`src/rtl/key_debouncer.sv`:
```
// Push-button conditioner: per-key 2-flop synchronizer, stable-time debounce filter,
// press/release strobes and a shared press counter. Define KEY_DEBOUNCER_AUTOREPEAT_EN for auto-repeat.
module key_debouncer #(
  parameter int NUM_KEYS      = 4,
  parameter int STABLE_CYCLES = 1000000,
  parameter int CNT_WIDTH     = 20
`ifdef KEY_DEBOUNCER_AUTOREPEAT_EN
  ,
  parameter int REPEAT_DELAY  = 25000000,
  parameter int REPEAT_PERIOD = 5000000
`endif
) (
  input  logic                clock,
  input  logic                reset,
  input  logic [NUM_KEYS-1:0] keys_n,
  input  logic                count_clear,
  output logic [NUM_KEYS-1:0] level,
  output logic [NUM_KEYS-1:0] press_pulse,
  output logic [NUM_KEYS-1:0] release_pulse,
  output logic [15:0]         press_count
);

  localparam logic [CNT_WIDTH-1:0] LAST_CNT = CNT_WIDTH'(STABLE_CYCLES - 1);

  logic [NUM_KEYS-1:0]  sync1_q, sync2_q;
  logic [NUM_KEYS-1:0]  sync;
  logic [CNT_WIDTH-1:0] cnt_q [NUM_KEYS];
  logic [CNT_WIDTH-1:0] cnt_d [NUM_KEYS];
  logic [NUM_KEYS-1:0]  level_q, level_d;
  logic [NUM_KEYS-1:0]  press_q, press_d;
  logic [NUM_KEYS-1:0]  release_q, release_d;
  logic [15:0]          press_count_q, press_count_d;
  logic [15:0]          press_inc;

`ifdef KEY_DEBOUNCER_AUTOREPEAT_EN
  localparam logic [31:0] DELAY_LAST  = 32'(REPEAT_DELAY - 1);
  localparam logic [31:0] PERIOD_LAST = 32'(REPEAT_PERIOD - 1);

  logic [31:0]         rep_q [NUM_KEYS];
  logic [31:0]         rep_d [NUM_KEYS];
  logic [NUM_KEYS-1:0] first_q, first_d;
`endif

  // Buttons are active-low; flip so 1 means pressed from here on.
  assign sync = ~sync2_q;

  always_comb begin
    level_d   = level_q;
    press_d   = '0;
    release_d = '0;
    for (int k = 0; k < NUM_KEYS; k++) begin
      cnt_d[k] = cnt_q[k];
      if (sync[k] == level_q[k]) begin
        cnt_d[k] = '0;
      end else if (cnt_q[k] == LAST_CNT) begin
        cnt_d[k]     = '0;
        level_d[k]   = ~level_q[k];
        press_d[k]   = ~level_q[k];
        release_d[k] = level_q[k];
      end else begin
        cnt_d[k] = cnt_q[k] + 1'b1;
      end
    end
`ifdef KEY_DEBOUNCER_AUTOREPEAT_EN
    first_d = first_q;
    for (int k = 0; k < NUM_KEYS; k++) begin
      rep_d[k] = '0;
      if (press_d[k]) begin
        first_d[k] = 1'b1;
      end else if (level_q[k] && !release_d[k]) begin
        // Repeat timer counts edges since the last press strobe; a release edge suppresses it.
        if (rep_q[k] == (first_q[k] ? DELAY_LAST : PERIOD_LAST)) begin
          press_d[k] = 1'b1;
          first_d[k] = 1'b0;
        end else begin
          rep_d[k] = rep_q[k] + 32'd1;
        end
      end
    end
`endif
  end

  always_comb begin
    press_inc = '0;
    for (int k = 0; k < NUM_KEYS; k++) begin
      press_inc = press_inc + 16'(press_d[k]);
    end
    press_count_d = count_clear ? 16'h0000 : press_count_q + press_inc;
  end

  always_ff @(posedge clock or negedge reset) begin
    if (!reset) begin
      sync1_q       <= '1;
      sync2_q       <= '1;
      level_q       <= '0;
      press_q       <= '0;
      release_q     <= '0;
      press_count_q <= '0;
      for (int k = 0; k < NUM_KEYS; k++) begin
        cnt_q[k] <= '0;
      end
    end else begin
      sync1_q       <= keys_n;
      sync2_q       <= sync1_q;
      level_q       <= level_d;
      press_q       <= press_d;
      release_q     <= release_d;
      press_count_q <= press_count_d;
      for (int k = 0; k < NUM_KEYS; k++) begin
        cnt_q[k] <= cnt_d[k];
      end
    end
  end

`ifdef KEY_DEBOUNCER_AUTOREPEAT_EN
  always_ff @(posedge clock or negedge reset) begin
    if (!reset) begin
      first_q <= '0;
      for (int k = 0; k < NUM_KEYS; k++) begin
        rep_q[k] <= '0;
      end
    end else begin
      first_q <= first_d;
      for (int k = 0; k < NUM_KEYS; k++) begin
        rep_q[k] <= rep_d[k];
      end
    end
  end
`endif

  assign level         = level_q;
  assign press_pulse   = press_q;
  assign release_pulse = release_q;
  assign press_count   = press_count_q;

endmodule

```
`config.mk`:
```
export PLATFORM = sky130hd
export DESIGN_NAME = key_debouncer
export DESIGN_NICKNAME = d
export VERILOG_FILES = /design/src/rtl/key_debouncer.sv
export SDC_FILE = /design/constraint.sdc
export NUM_CORES = 1
export LEC_CHECK = 0
export CAP_MARGIN = 10
export CELL_PAD_IN_SITES_DETAIL_PLACEMENT = 2
export CELL_PAD_IN_SITES_GLOBAL_PLACEMENT = 2
export CORE_MARGIN = 3
export CORE_UTILIZATION = 40
export CTS_BUF_LIST = sky130_fd_sc_hd__clkbuf_8
export DETAILED_ROUTE_END_ITERATION = 12
export PLACE_DENSITY = 0.93
export SLEW_MARGIN = 10
export SYNTH_ARGS = -nofsm -noshare
export SYNTH_HDL_FRONTEND = slang
export SYNTH_SLANG_ARGS = --single-unit
```
`constraint.sdc`:
```
create_clock -name clock -period 4.4 [get_ports clock]
set_input_delay 0.88 -clock clock [delete_from_list [all_inputs] [get_ports clock]]
set_output_delay 0.88 -clock clock [all_outputs]
set_load 0.01 [all_outputs]
```
Yosys cells after proc, flatten, opt, wreduce, memory -nomap -nowiden
Index checks and enable logic that the tools add are counted.
- logic and storage cells: 67
- bits in registers: 116
- output and inout port bits: 28
- bits of input ports: 7
- reduce and logical (&&, ||, !) cells: 4
- add/sub/neg operators: 8
- equality and inequality tests: 8
- bitwise logic cells: 9
- mux-type cells: 25
- operators with widths (kind ; count):
    20-bit 2-to-1 mux ; 8
    20-bit by 1-bit adder with 20-bit output, second input constant ; 4
    20-bit == test, second input constant ; 4
    16-bit by 4-bit adder with 16-bit output ; 1
    1-bit 2-to-1 mux ; 16
    16-bit 2-to-1 mux ; 1
    1-bit NOT ; 8
    2-bit AND reduction ; 4
    3-bit by 1-bit adder with 4-bit output ; 1
    1-bit == test ; 4
    4-bit NOT ; 1
    2-bit by 1-bit adder with 3-bit output ; 1
    1-bit by 1-bit adder with 2-bit output ; 1

Longest topological paths before layout
Gate-level depths: netlist (run 1).
- depth in word-level cells: 8
- gate-level depth with buffers: 12
- gate-level depth less buffers: 12

Worst setup path before layout (run 1)
No wires, ideal clock.
- kind: register -> register
- start: register cnt_q[48] (netlist bit)
- end: register press_count_q[12], in the netlist press_count[12]
- library setup time: 0.077 ns
- cell stages (with the launch flop): 11
- data required time: 4.323 ns
- path slack: 0.859 ns
- path buffers: 0
- data arrival time: 3.464 ns
- period minus slack after synthesis: 3.541 ns
- cell sequence: dfrtp_1 > or4_1 > or4_4 > or2_4 > or3_1 > fa_1 > inv_1 > fa_1 > nand2_1 > or4_1 > a21oi_1
- cells in the longest elaborated chain, start to end: 8
- RTL lines (item ; RTL line ; source):
    from (decl) ; 27 ; logic [CNT_WIDTH-1:0] cnt_q [NUM_KEYS];
    from (signal, indexed assignment) ; 110 ; cnt_q[k] <= cnt_d[k];
    20-bit == test ; 55 ; end else if (cnt_q[k] == LAST_CNT) begin
    1-bit 2-to-1 mux ; 55 ;
    1-bit 2-to-1 mux ; 53 ; if (sync[k] == level_q[k]) begin
    1-bit by 1-bit adder with 2-bit output ; 86 ; press_inc = press_inc + 16'(press_d[k]);
    2-bit by 1-bit adder with 3-bit output ; 86 ;
    3-bit by 1-bit adder with 4-bit output ; 86 ;
    16-bit by 4-bit adder with 16-bit output ; 88 ; press_count_d = count_clear ? 16'h0000 : press_count_q + press_inc;
    16-bit 2-to-1 mux ; 88 ;
    via press_count_d[12] ; 32 ; logic [15:0] press_count_q, press_count_d;
    to (signal assigned) ; 108 ; press_count_q <= press_count_d;
    to (decl) ; 32 ;
The timed path passes the listed nets, and every way through them passes these cells.
A chain may end at the register's enable or synchronous reset.

Worst setup path in the final report (run 1)
Same ends and word-level chain as after synthesis.

==> results of run 1 <==
## synth_stat cells (all sizes together), types with 8 or more instances
cell type and instances:
xnor2 33, dfrtp 108, and4 8, nand2 28
nor3 10, inv 16, or4 11, nor4 15
and3 13, nand3 33, nand4 28, or3 17
xor2 36, nor2 77, o21ai 18, a21oi 21
dfstp 8
## power groups by stage
stage               clock [mW]  sequential [mW]  combinational, mW
floorplan                    0             1.11             0.0300
global placement             0             1.11             0.0658
detailed placement           0             1.12             0.0702
CTS                      0.997             1.10             0.0722
global route              1.05             1.10             0.0804
finish                   0.964             1.10             0.0693
## registers in the layout, summed over array words and instances (netlist names)
name	count
level	4
press_count	16
sync1_q	4
press_pulse	4
cnt_q	80
sync2_q	4
release_pulse	4
## layout by cell type (no fill, tap or decap), drive strengths merged, types with 21 or more instances in the layout
cell and count:
clkdlybuf4s50 33, nand3 33, a21oi 21, nand4 28, nand2 28, xnor2 33
clkbuf 27, dfrtp 108, nor2 77, xor2 36
## path summary, 6_finish.rpt
kind,from,endpoint,slack (ns),depth (start not counted)
setup reg to reg,cnt_q[48],press_count[12],0.26,10
min in group asynchronous,reset,cnt_q[32],0.60,1
hold / removal,sync1_q[2],sync2_q[2],0.36,0
setup / recovery,cnt_q[48],press_count[12],0.26,10
max in group asynchronous,reset,sync1_q[0],2.85,2
hold reg to reg,sync1_q[2],sync2_q[2],0.36,0
## metal layers
| metal | track usage | vias up | wire, um |
|---|---|---|---|
| met5 | 0 | - | 0 |
| met4 | 0.09481 | 0 | 415 |
| met3 | 0.05901 | 35 | 525 |
| met2 | 0.4216 | 96 | 8723 |
| met1 | 0.2914 | 2318 | 7031 |
| li1 | - | 1996 | - |
## final cells by class
type,count,share of cell area
diodes,1,0.0003905
clock buffers,27,0.05799
clock inverters,5,0.003319
inverters,16,0.009371
multi-input cells,392,0.3827
flip-flops and latches,116,0.4545
well taps,176,0.03436
repair buffers,38,0.05740
## cells by family (layout without fill, tap and decap cells)
kind of cell    Yosys count  after routing
fa+ha+maj                 8              8
flops                   116            116
mux                       2              2
other cells               0              1
buf+inv                  26             86
simple gates            258            258
xor+xnor                 69             69
compound gates           55             55
## worst register-to-register path, cell delays in order (launching register included)
cell and delay (ns):
dfrtp_1 0.41, or4_1 0.56, or4_4 0.56, or2_4 0.27, or3_1 0.35, fa_1 0.52, inv_1 0.13, fa_1 0.33
nand2_1 0.22, or4_1 0.52, a21oi_1 0.18
==> results.toml, run 1 <==
[run_status]
status = "finished, final reports clean"

[job]
maxCapViolations = 0

[synth]
yosysWarnings = 0
synth_simple_gate_area_frac = 0.2485
yosys.area_share.xor_xnor = 0.1103
synth_top_family_by_area = "simple AND/OR/NAND/NOR gates"
synth_top_area_share = 0.4934
synth_nets = 549
ys_seq_area_frac = 0.5317
synth_area_leader_cell = "dfrtp_1"
synth-main-ff-cell = "dfrtp_1"
synth_edf_count = 0
yosys.area_share.adder = 0.02238
syn_inst = 534
yosysUniqueCellTypes = 46
synthArstFlopShare = 1.000
ys_ff_latch = 116
netlist_area_um2 = 5478
muxShareOfSynthArea = 0.003655
netlist_top_cells_area = "dfrtp_1, xor2_1, nor2_1, xnor2_1, dfstp_2"
synth-compound-area-share = 0.06190
syn_avg_cell_area_um2 = 10.26

[detailed_routing]
routed_wl_um = 16700
drt_iter0_drc = 178
route.detailed.drc = 0
ant_nets = 0
dr.pass1.iters = 4
vias_per_cell = 5.765
routedWlPerCell_um = 21.65
vias = 4445

[floorplanning]
core_um2 = 13300
die_w_um = 123.0
die-area_um2 = 15140
pin_count = 35
die_h_um = 123.0
start_util = 0.4120
row_count = 42

[sta]
tightestPinTransition_ns = 0.9932
worst_slack_ns = 0.2640
rsz0062_at_grt = "false"
slew_violations = 0
tns_ns = 0
holdWs_ns = 0.3575
slew_headroom = 0.3379
post-route-period-util = 0.9400
fin_crit_ns = 4.136
setup-violations-final = 0
finClkSkew_ns = 0.008473
max_freq_mhz = 241.8
finalHoldViolations = 0

[clocking]
clkLatencyLatePin_ns = 0.45
cts_tree = "yes"
clock-root-buffer = "clkbuf_8"
cts_buffers = 17
postCtsSetupBuffers = 0
ctsHoldBuffers = 0
cts_resized = 0
clockBufferDepth = 2
cts.htree.levels = 4
cts.sinks = 116
cts.clk_slew.worst_paths_ns = 0.07

[min_path]
hold_class = "flop to flop"

[critical_path]
cpLargestDelayFamily = "simple AND/OR/NAND/NOR gates"
crit_arrival_ns = 4.49
cp_max_fo = 5
cpPeakStageDelay_ns = 0.56
cp_cell_sequence = "or4_1 -> or4_4 -> or2_4 -> or3_1 -> fa_1 -> inv_1 -> fa_1 -> nand2_1 -> or4_1 -> a21oi_1"
crit_required_ns = 4.75
cp-end-kind = "flop"
worst_setup_path_start_kind = "flop"
crit_slowest_cell = "or4_1"
cp_num_buf_inv = 1
crit_type = "flop to flop"

[pwr]
clkPwrFrac = 0.452
p_comb_frac = 0.033
p_sw_mw = 0.4978
p_sw_frac = 0.2334
power.internal_mw = 1.635
p_total_mw = 2.133
ir_drop_mv = 0.1626
power_density_nw_per_um2 = 332.8
p_leak_nw = 2.613
seq_power_share = 0.515

[placed_design]
io_buffers = 34
place.detailed.hpwl_um = 10880
post-place-ws_ns = 0.4220
place_congestion = 0.8204
dp.cells = 738
place_area_um2 = 6008

[cells_and_area]
register_area_um2 = 2913
layoutNonFillerInstCount = 771
fin_util = 0.4820
nFillCells = 1393
syn_to_final_growth_pct = 16.99
stdcell_area_um2 = 6409
drive_gt1_frac = 0.09259
finalNetCount = 596
multi_input_area_um2 = 2452

[global_routing]
antenna_found_initial = 0
grt_pass1_wl_um = 28190
grt_max_degree = 77
grt_pass1_vias = 5165
overflow = 0
grt_usage = 0.2429
Power figures use the tool's default switching activity.
==> run 2, diff against run 1 <==
--- a/config.mk
+++ b/config.mk
@@ -11,6 +11,7 @@
 export CORE_MARGIN = 3
 export CORE_UTILIZATION = 40
 export CTS_BUF_LIST = sky130_fd_sc_hd__clkbuf_8
+export CTS_CLUSTER_DIAMETER = 40
 export DETAILED_ROUTE_END_ITERATION = 12
 export PLACE_DENSITY = 0.93
 export SLEW_MARGIN = 10
==> results of run 2 <==
The final DEF is identical to that of run 1; final timing and power are the same.
